## config.mk

```make
export PLATFORM = sky130hd
export DESIGN_NAME = header_stripper
export DESIGN_NICKNAME = d
export VERILOG_FILES = /design/src/rtl/header_stripper.sv
export SDC_FILE = /design/constraint.sdc
export NUM_CORES = 1
export LEC_CHECK = 0
export CAP_MARGIN = 20
export CORE_AREA = 2 2 199 201
export CTS_CLUSTER_SIZE = 28
export DETAILED_ROUTE_END_ITERATION = 8
export DIE_AREA = 0 0 201 203
export DONT_BUFFER_PORTS = 1
export HOLD_SLACK_MARGIN = 0.15
export SYNTH_ARGS = -nofsm -noshare
export SYNTH_HDL_FRONTEND = slang
export SYNTH_SLANG_ARGS = --single-unit
```

## constraint.sdc

```tcl
create_clock -name clk -period 4.8 [get_ports clk]
set_input_delay 0.96 -clock clk [delete_from_list [all_inputs] [get_ports clk]]
set_output_delay 0.96 -clock clk [all_outputs]
set_load 0.03 [all_outputs]
```

## src/rtl/header_stripper.sv

```systemverilog
// header_stripper: splits framed stream into payload/metadata AXI-Stream ports and checks trailer counter sequence
module header_stripper #(
    parameter int DW         = 128,
    parameter int DATA_BEATS = 129,
    parameter int META_BEATS = 2,
    parameter int CNT_W      = 64
) (
    input  logic             clk,
    input  logic             resetn,
    input  logic [DW-1:0]    axis_in_tdata,
    input  logic             axis_in_tvalid,
    output logic             axis_in_tready,
    output logic [DW-1:0]    axis_data_tdata,
    output logic             axis_data_tvalid,
    input  logic             axis_data_tready,
    output logic             axis_data_tlast,
    output logic [DW-1:0]    axis_meta_tdata,
    output logic             axis_meta_tvalid,
    input  logic             axis_meta_tready,
    output logic             axis_meta_tlast,
    output logic [CNT_W-1:0] pkt_cnt,
    output logic             pkt_cnt_valid,
    output logic             seq_err,
    output logic [15:0]      err_count,
    output logic [31:0]      frame_count,
    output logic [1:0]       fsm_state
);
    localparam int MAXB = DATA_BEATS > META_BEATS ? DATA_BEATS : META_BEATS;
    localparam int BW = $clog2(MAXB) + 1;
    localparam logic [BW-1:0] D_LAST = BW'(DATA_BEATS - 1);
    localparam logic [BW-1:0] M_LAST = BW'(META_BEATS - 1);

    typedef enum logic [1:0] {S_DATA = 2'd0, S_META = 2'd1, S_TRAIL = 2'd2} state_t;

    state_t            state_q, state_d;
    logic [BW-1:0]     beat_cnt_q, beat_cnt_d;
    logic [CNT_W-1:0]  pkt_cnt_q, pkt_cnt_d;
    logic              pkt_cnt_valid_q, pkt_cnt_valid_d;
    logic              seq_err_q, seq_err_d;
    logic [15:0]       err_count_q, err_count_d;
    logic [31:0]       frame_count_q, frame_count_d;
    logic              base_q, base_d;
    logic              in_data, in_meta, xfer, mismatch;
    logic [CNT_W-1:0]  trl;

    always_comb begin
        in_data          = state_q == S_DATA;
        in_meta          = state_q == S_META;
        axis_in_tready   = in_data ? axis_data_tready : (in_meta ? axis_meta_tready : 1'b1);
        axis_data_tvalid = in_data & axis_in_tvalid;
        axis_data_tdata  = in_data ? axis_in_tdata : '0;
        axis_data_tlast  = in_data && beat_cnt_q == D_LAST;
        axis_meta_tvalid = in_meta & axis_in_tvalid;
        axis_meta_tdata  = in_meta ? axis_in_tdata : '0;
        axis_meta_tlast  = in_meta && beat_cnt_q == M_LAST;
        xfer             = axis_in_tvalid & axis_in_tready;
        trl              = axis_in_tdata[CNT_W-1:0];
        // the first trailer after reset only establishes the baseline
        mismatch         = base_q && (trl != pkt_cnt_q + CNT_W'(1));
        state_d          = state_q;
        beat_cnt_d       = beat_cnt_q;
        pkt_cnt_d        = pkt_cnt_q;
        pkt_cnt_valid_d  = 1'b0;
        seq_err_d        = 1'b0;
        err_count_d      = err_count_q;
        frame_count_d    = frame_count_q;
        base_d           = base_q;
        if (xfer) begin
            if (in_data) begin
                beat_cnt_d = beat_cnt_q == D_LAST ? '0 : beat_cnt_q + BW'(1);
                state_d    = beat_cnt_q == D_LAST ? S_META : S_DATA;
            end else if (in_meta) begin
                beat_cnt_d = beat_cnt_q == M_LAST ? '0 : beat_cnt_q + BW'(1);
                state_d    = beat_cnt_q == M_LAST ? S_TRAIL : S_META;
            end else begin
                state_d         = S_DATA;
                beat_cnt_d      = '0;
                pkt_cnt_d       = trl;
                pkt_cnt_valid_d = 1'b1;
                seq_err_d       = mismatch;
                err_count_d     = (mismatch && err_count_q != 16'hFFFF) ? err_count_q + 16'd1 : err_count_q;
                frame_count_d   = frame_count_q + 32'd1;
                base_d          = 1'b1;
            end
        end
    end

    always_ff @(posedge clk or negedge resetn) begin
        if (!resetn) begin
            state_q         <= S_DATA;
            beat_cnt_q      <= '0;
            pkt_cnt_q       <= '0;
            pkt_cnt_valid_q <= 1'b0;
            seq_err_q       <= 1'b0;
            err_count_q     <= '0;
            frame_count_q   <= '0;
            base_q          <= 1'b0;
        end else begin
            state_q         <= state_d;
            beat_cnt_q      <= beat_cnt_d;
            pkt_cnt_q       <= pkt_cnt_d;
            pkt_cnt_valid_q <= pkt_cnt_valid_d;
            seq_err_q       <= seq_err_d;
            err_count_q     <= err_count_d;
            frame_count_q   <= frame_count_d;
            base_q          <= base_d;
        end
    end

    assign pkt_cnt       = pkt_cnt_q;
    assign pkt_cnt_valid = pkt_cnt_valid_q;
    assign seq_err       = seq_err_q;
    assign err_count     = err_count_q;
    assign frame_count   = frame_count_q;
    assign fsm_state     = state_q;
endmodule
```

==> results of run 1 <==
==> state kept, by name (all words and copies together), names as in the netlist <==
signal / cells
pkt_cnt: 64
frame_count: 32
err_count: 16
beat_cnt_q: 9
fsm_state: 2
base_q: 1
pkt_cnt_valid: 1
seq_err: 1
==> worst max-delay path: stages (launching register included) <==
cell and delay [ns]:
dfrtp_1 0.62, ha_1 0.36, nand4_1 0.27, or4_1 0.74
nor4_1 0.40, xnor2_1 0.15, nor4_1 0.50, nand4b_1 0.23
nor4_1 0.42, buf_4 0.20, or4_1 0.11, mux2_2 0.33
==> kinds of logic (layout without fill, tap and decap cells) <==
kind of cell / Yosys count / count (layout)
AND/OR/NAND/NOR: 842 / 842
XOR/XNOR: 134 / 134
flip-flops: 126 / 126
buffers and inverters: 91 / 89
AO/OA/AOI/OAI: 84 / 84
multiplexers: 9 / 9
adder cells (fa/ha/maj): 6 / 6
other: 0 / 7
==> report_power, final <==
| part | leakage, nW | internal [mW] | switching [mW] |
|---|---|---|---|
| logic | 2.73 | 0.0901 | 0.222 |
| clock network | 0.335 | 1.03 | 0.532 |
| registers | 1.73 | 1.08 | 0.0247 |
| total | 4.79 | 2.20 | 0.779 |
==> per-stage QoR <==
step,hold slack (ns),total power [mW]
after floorplan,0.435,1.39
after global placement,0.454,1.44
after detailed placement,0.458,1.43
after CTS,0.204,3.01
after global routing,0.199,3.08
final,0.223,2.98
==> cell usage in the layout, fill, tap and decap left out, types with 7 or more instances in the layout <==
master / netlist / final
and4_1: 20 / 20
inv_1: 14 / 13
or4_1: 9 / 9
and3_1: 30 / 30
dfrtp_1: 126 / 126
a31oi_1: 9 / 9
o31ai_1: 7 / 7
buf_4: 2 / 42
nor2_1: 35 / 34
a2111oi_0: 7 / 7
xor2_1: 47 / 47
and2_1: 264 / 264
xnor2_1: 87 / 87
o21ai_0: 16 / 16
nor4_1: 33 / 33
a21oi_1: 15 / 15
nor3_1: 32 / 32
bufinv_16: 0 / 7
nor2b_1: 10 / 9
nand4_1: 53 / 53
nand3_1: 62 / 62
diode_2: 0 / 7
nand2_1: 256 / 255
clkbuf_16: 0 / 17
or3_1: 7 / 7
nand2b_1: 7 / 7
==> routing by layer <==
layer,part of all wire [%],GRT usage [%],wire (um),up-vias
met5,0.036,0,16,-
met4,2.5,6.64,1120,2
met3,5.3,3.26,2370,67
met2,52,39.0,23200,425
met1,40,24.6,17700,4654
li1,-,-,-,4378
==> cell type report <==
cell class | count | share of cell area [%]
diodes | 7 | 0.154
clock inverters | 13 | 2.30
flip-flops and latches | 126 | 27.6
inverters | 14 | 0.461
clock buffers | 18 | 3.76
well taps | 518 | 5.68
multi-input cells | 1075 | 56.9
repair buffers | 44 | 3.11
==> path summary, 6_finish.rpt <==
check / from / to / slack, ns
max: pkt_cnt[1]$_DFFE_PN0P_ / err_count[12]$_DFFE_PN0P_ / 0.37
max reg2reg: pkt_cnt[1]$_DFFE_PN0P_ / err_count[12]$_DFFE_PN0P_ / 0.37
max in group asynchronous: resetn / pkt_cnt[22]$_DFFE_PN0P_ / 4.28
min reg2reg: base_q$_DFFE_PN0P_ / base_q$_DFFE_PN0P_ / 0.47
min in group clk: base_q$_DFFE_PN0P_ / base_q$_DFFE_PN0P_ / 0.47
min: resetn / frame_count[27]$_DFFE_PN0P_ / 0.22
==> flow_metrics.py, run 1 <==
metrics = {
    "sta": {
        "fin_ws_ns": 0.367,
        "fin_skew_ns": 0.0119,
        "period_needed_ns": 4.43,
        "finalMaxSlewViolations": 0,
        "relSlewSlack_pct": 33.9,
        "hold_violations": 0,
        "max_freq_mhz": 226,
        "worst_pin_slew_ns": 0.990,
        "setup_tns_ns": 0,
        "report.final.setup_viol": 0,
        "fin_crit_sh_pct": 92.4,
        "rsz0062_at_grt": "no",
    },
    "floorplanning": {
        "initial_core_util_pct": 26.0,
        "die_h_um": 203,
        "num_rows": 72,
        "design.die.area_sq_um": 40800,
        "io_pins": 510,
        "core_area_sq_um": 38500,
        "die_x_um": 201,
    },
    "finish": {
        "fillers": 4106,
        "final_nets": 1417,
        "postLayoutCellArea_sq_um": 11400,
        "drive_gt1_share_pct": 7.36,
        "fin_util_pct": 29.7,
        "regArea_sq_um": 3150,
        "multi_input_area_sq_um": 6490,
        "fin_cells": 1815,
        "area_growth_syn_to_layout_pct": 14.1,
    },
    "critical_path": {
        "worstPathArrival_ns": 4.75,
        "critPathKind": "flip-flop to flip-flop",
        "cp-end-kind": "flip-flop",
        "start_kind": "flip-flop",
        "critPathRequiredTime_ns": 5.11,
        "crit_fanout": 7,
        "r2r_cells": 11,
    },
    "cts": {
        "post_cts_resized": 0,
        "holdBufCountCts": 0,
        "cts.sinks": 126,
        "clk_pin_slew_worst_paths_ns": 0.06,
        "cts_root_buf": "clkbuf_16",
        "clk_latency_ns": 0.43,
        "postCtsSetupRepairBufs": 0,
        "cts_inserted_buffers": 17,
        "cts.path.max_buffers": 2,
        "cts-htree-levels": 4,
        "cts_tree": "done",
    },
    "global_route": {
        "grt_pass1_vias": 9109,
        "grt_usage_pct": 21.0,
        "grt_first_pass_wirelength_um": 63500,
        "grt_max_degree": 127,
        "antenna_found_initial": 6,
        "overflow": 0,
    },
    "synth": {
        "synthXorXnorAreaFrac_pct": 11.7,
        "post_synth_and_or_nand_nor_area_fraction_pct": 45.6,
        "synth.most_common_cell": "and2_1",
        "synth_fa_ha_area_share_pct": 0.751,
        "synth_edf_count": 0,
        "syn_nets": 1431,
        "syn-cell-area_sq_um": 10000,
        "synth_area_leader_cell": "dfrtp_1",
        "synth_commonest_cells": "and2_1 (264), nand2_1 (256), dfrtp_1 (126)",
        "synth_compound_area_share_pct": 5.65,
        "muxShareOfSynthArea_pct": 0.938,
        "synth-main-ff-cell": "dfrtp_1",
        "synth_top_family_by_area": "simple AND/OR/NAND/NOR gates",
        "synth.distinct_cells": 59,
        "async_reset_ff_share_pct": 100,
        "synthCells": 1292,
        "ys_ff_latch": 126,
        "ys_seq_area_share_pct": 31.5,
        "ys_warn_count": 0,
        "synth_top_area_share_pct": 31.5,
        "syn_area_per_cell_sq_um": 7.74,
        "synthTopCellsByArea": "dfrtp_1 (32%), and2_1 (17%), nand2_1 (9.6%), xnor2_1 (7.6%), xor2_1 (4.1%)",
    },
    "detailed_routing": {
        "ant_nets": 0,
        "dr_total_vias": 9526,
        "drc": 0,
        "drtIter0Drc": 523,
        "dr.pass1.iters": 5,
        "via_per_inst": 5.25,
        "wl_um": 44500,
        "wire_per_inst_um": 24.5,
    },
    "worst_hold_path": {
        "worstHoldPathType": "input port to async pin",
    },
    "placed_design": {
        "place_ws_ns": 0.387,
        "place_hpwl_um": 36300,
        "place_congestion": 0.901,
        "place_area_sq_um": 10700,
        "placed_cells": 1777,
        "portBuffers": 0,
    },
    "job": {
        "maxCapViolCount": 0,
    },
    "status": {
        "status": "completed",
    },
    "power": {
        "ir_drop_uv": 235,
        "p_per_area_nw_per_um2": 261,
        "p_leak_nw": 4.79,
    },
}
(Power assumes the default switching activity.)
==> run 2: changes to the inputs <==
Settings changed: GPL_ROUTABILITY_DRIVEN from default to 0.
==> flow_metrics.py, run 2 (synthesized netlist as in run 1, its figures left out) <==
metrics = {
    "finish": {
        "fillers": 4087,
        "fin_cells": 1810,
        "largest_reg_flops": 64,
        "regArea_sq_um": 3150,
        "final_nets": 1415,
        "multi_input_area_sq_um": 6490,
        "final_cell_mix": "and2_1 (264), nand2_1 (255), dfrtp_1 (126)",
        "layout_commonest_cell": "and2_1",
        "area_growth_syn_to_layout_pct": 12.7,
        "fin_util_pct": 29.3,
        "drive_gt1_share_pct": 7.14,
    },
    "global_route": {
        "grt_max_degree": 127,
        "grt_usage_pct": 20.1,
        "overflow": 0,
        "grt_pass1_vias": 9111,
        "antenna_found_initial": 1,
        "grt_first_pass_wirelength_um": 61300,
    },
    "floorplanning": {
        "die_x_um": 201,
        "io_pins": 510,
        "num_rows": 72,
        "design.die.area_sq_um": 40800,
        "core_area_sq_um": 38500,
        "die_h_um": 203,
        "initial_core_util_pct": 26.0,
    },
    "detailed_routing": {
        "via_per_inst": 5.32,
        "dr_total_vias": 9633,
        "wire_per_inst_um": 23.7,
        "drc": 0,
        "drtIter0Drc": 620,
        "ant_nets": 0,
        "wl_um": 42900,
        "dr.pass1.iters": 7,
    },
    "power": {
        "p_leak_nw": 4.73,
        "ir_drop_uv": 208,
        "p_per_area_nw_per_um2": 243,
    },
    "critical_path": {
        "crit_start": "pkt_cnt[1]$_DFFE_PN0P_",
        "crit_chain": "ha_1 > nand4_1 > nor4_1 > nand3_1 > o31ai_1 > o2111ai_1 > or4_1 > or4_4 > nand2_4 > mux2_1",
        "r2r-start": "pkt_cnt[1]$_DFFE_PN0P_",
        "crit_fanout": 13,
        "cpMaxStageDelayCell": "dfrtp_1",
        "critPathKind": "flip-flop to flip-flop",
        "r2r_slack_ns": 0.55,
        "critPathRequiredTime_ns": 5.10,
        "worstPathArrival_ns": 4.56,
        "regToRegEndpoint": "err_count[1]$_DFFE_PN0P_",
        "slowest_delay_ns": 0.64,
        "start_kind": "flip-flop",
        "r2r_cells": 10,
        "endpoint": "err_count[1]$_DFFE_PN0P_",
        "cp-end-kind": "flip-flop",
    },
    "sta": {
        "setup_tns_ns": 0,
        "rsz0062_at_grt": "no",
        "max_freq_mhz": 235,
        "fin_skew_ns": 0.0168,
        "period_needed_ns": 4.25,
        "fin_ws_ns": 0.546,
        "finalMaxSlewViolations": 0,
        "relSlewSlack_pct": 35.2,
        "hold_slack_ns": 0.224,
        "report.final.setup_viol": 0,
        "worst_pin_slew_ns": 0.963,
        "hold_violations": 0,
        "fin_crit_sh_pct": 88.6,
    },
    "cts": {
        "cts_inserted_buffers": 17,
        "cts.sinks": 126,
        "clk_latency_ns": 0.44,
        "postCtsSetupRepairBufs": 0,
        "cts.path.max_buffers": 2,
        "holdBufCountCts": 0,
        "cts-htree-levels": 4,
        "post_cts_resized": 0,
        "cts_tree": "done",
        "clk_pin_slew_worst_paths_ns": 0.06,
        "cts_root_buf": "clkbuf_16",
    },
    "job": {
        "maxCapViolCount": 0,
    },
    "placed_design": {
        "place_hpwl_um": 34800,
        "portBuffers": 0,
        "place_ws_ns": 0.644,
        "placed_cells": 1775,
    },
    "status": {
        "status": "completed",
    },
    "worst_hold_path": {
        "worstHoldPathType": "input port to async pin",
    },
}
## run 2: cell count changes in the layout (fill, tap and decap cells not counted)
cell / previous run / this run
inv_6: 1 / 0
clkbuf_1: 1 / 2
diode_2: 7 / 4
buf_12: 2 / 1
clkbuf_8: 0 / 1
clkinv_4: 5 / 2
bufinv_16: 7 / 3
clkinv_2: 0 / 4
buf_4: 42 / 41
clkinvlp_4: 0 / 2
## run 2: metal layers
| metal | vias to the layer above | global-route usage [%] | routed length [um] |
|---|---|---|---|
| met2 | 492 | 36.7 | 22100 |
| li1 | 4370 | - | - |
| met1 | 4694 | 23.0 | 16400 |
| met4 | 0 | 7.80 | 1460 |
| met5 | - | 0 | 0 |
| met3 | 77 | 4.04 | 2910 |
## run 2: final cells by class
class | count | area share [%]
diodes | 4 | 0.0888
clock buffers | 20 | 3.96
clock inverters | 11 | 1.27
inverters | 14 | 0.466
multi-input cells | 1075 | 57.6
flip-flops and latches | 126 | 28.0
well taps | 518 | 5.75
repair buffers | 42 | 2.91
## run 2: power breakdown
group | switching (mW) | internal (mW)
combinational | 0.220 | 0.0898
clock | 0.503 | 0.824
sequential | 0.0239 | 1.08
## run 2: worst min-delay path by stage
stage                       start                          end  slack (ns)  cells past startpoint
5_1_grt                    resetn  frame_count[23]$_DFFE_PN0P_        0.21                      0
6_report                   resetn  frame_count[16]$_DFFE_PN0P_        0.22                      0
2_1_floorplan  base_q$_DFFE_PN0P_           base_q$_DFFE_PN0P_        0.43                      1
3_5_place_dp   base_q$_DFFE_PN0P_           base_q$_DFFE_PN0P_        0.47                      1
3_3_place_gp   base_q$_DFFE_PN0P_           base_q$_DFFE_PN0P_        0.45                      1
4_1_cts                    resetn   frame_count[4]$_DFFE_PN0P_        0.19                      0
## run 2: through the flow
stage	total power [mW]	cell area [sq um]
floorplan	1.39	10000
global placement	1.43	10700
detailed placement	1.43	10700
CTS	2.77	11300
global route	2.84	11300
finish	2.74	11300
## run 2: worst max-delay path: cells and delay by family (launching register included)
| kind | cells | cell delay, ns |
|---|---|---|
| AOI/OAI and AO/OA | 2 | 0.60 |
| muxes | 1 | 0.33 |
| DFF | 1 | 0.64 |
| and+or+nand+nor | 6 | 2.19 |
| adders and majority gates | 1 | 0.36 |
==> run 3: changes to the inputs <==
Settings changed: SKIP_LAST_GASP from default to 1.
==> results of run 3 <==
No change in the layout: final DEF, timing and power equal those of run 2.
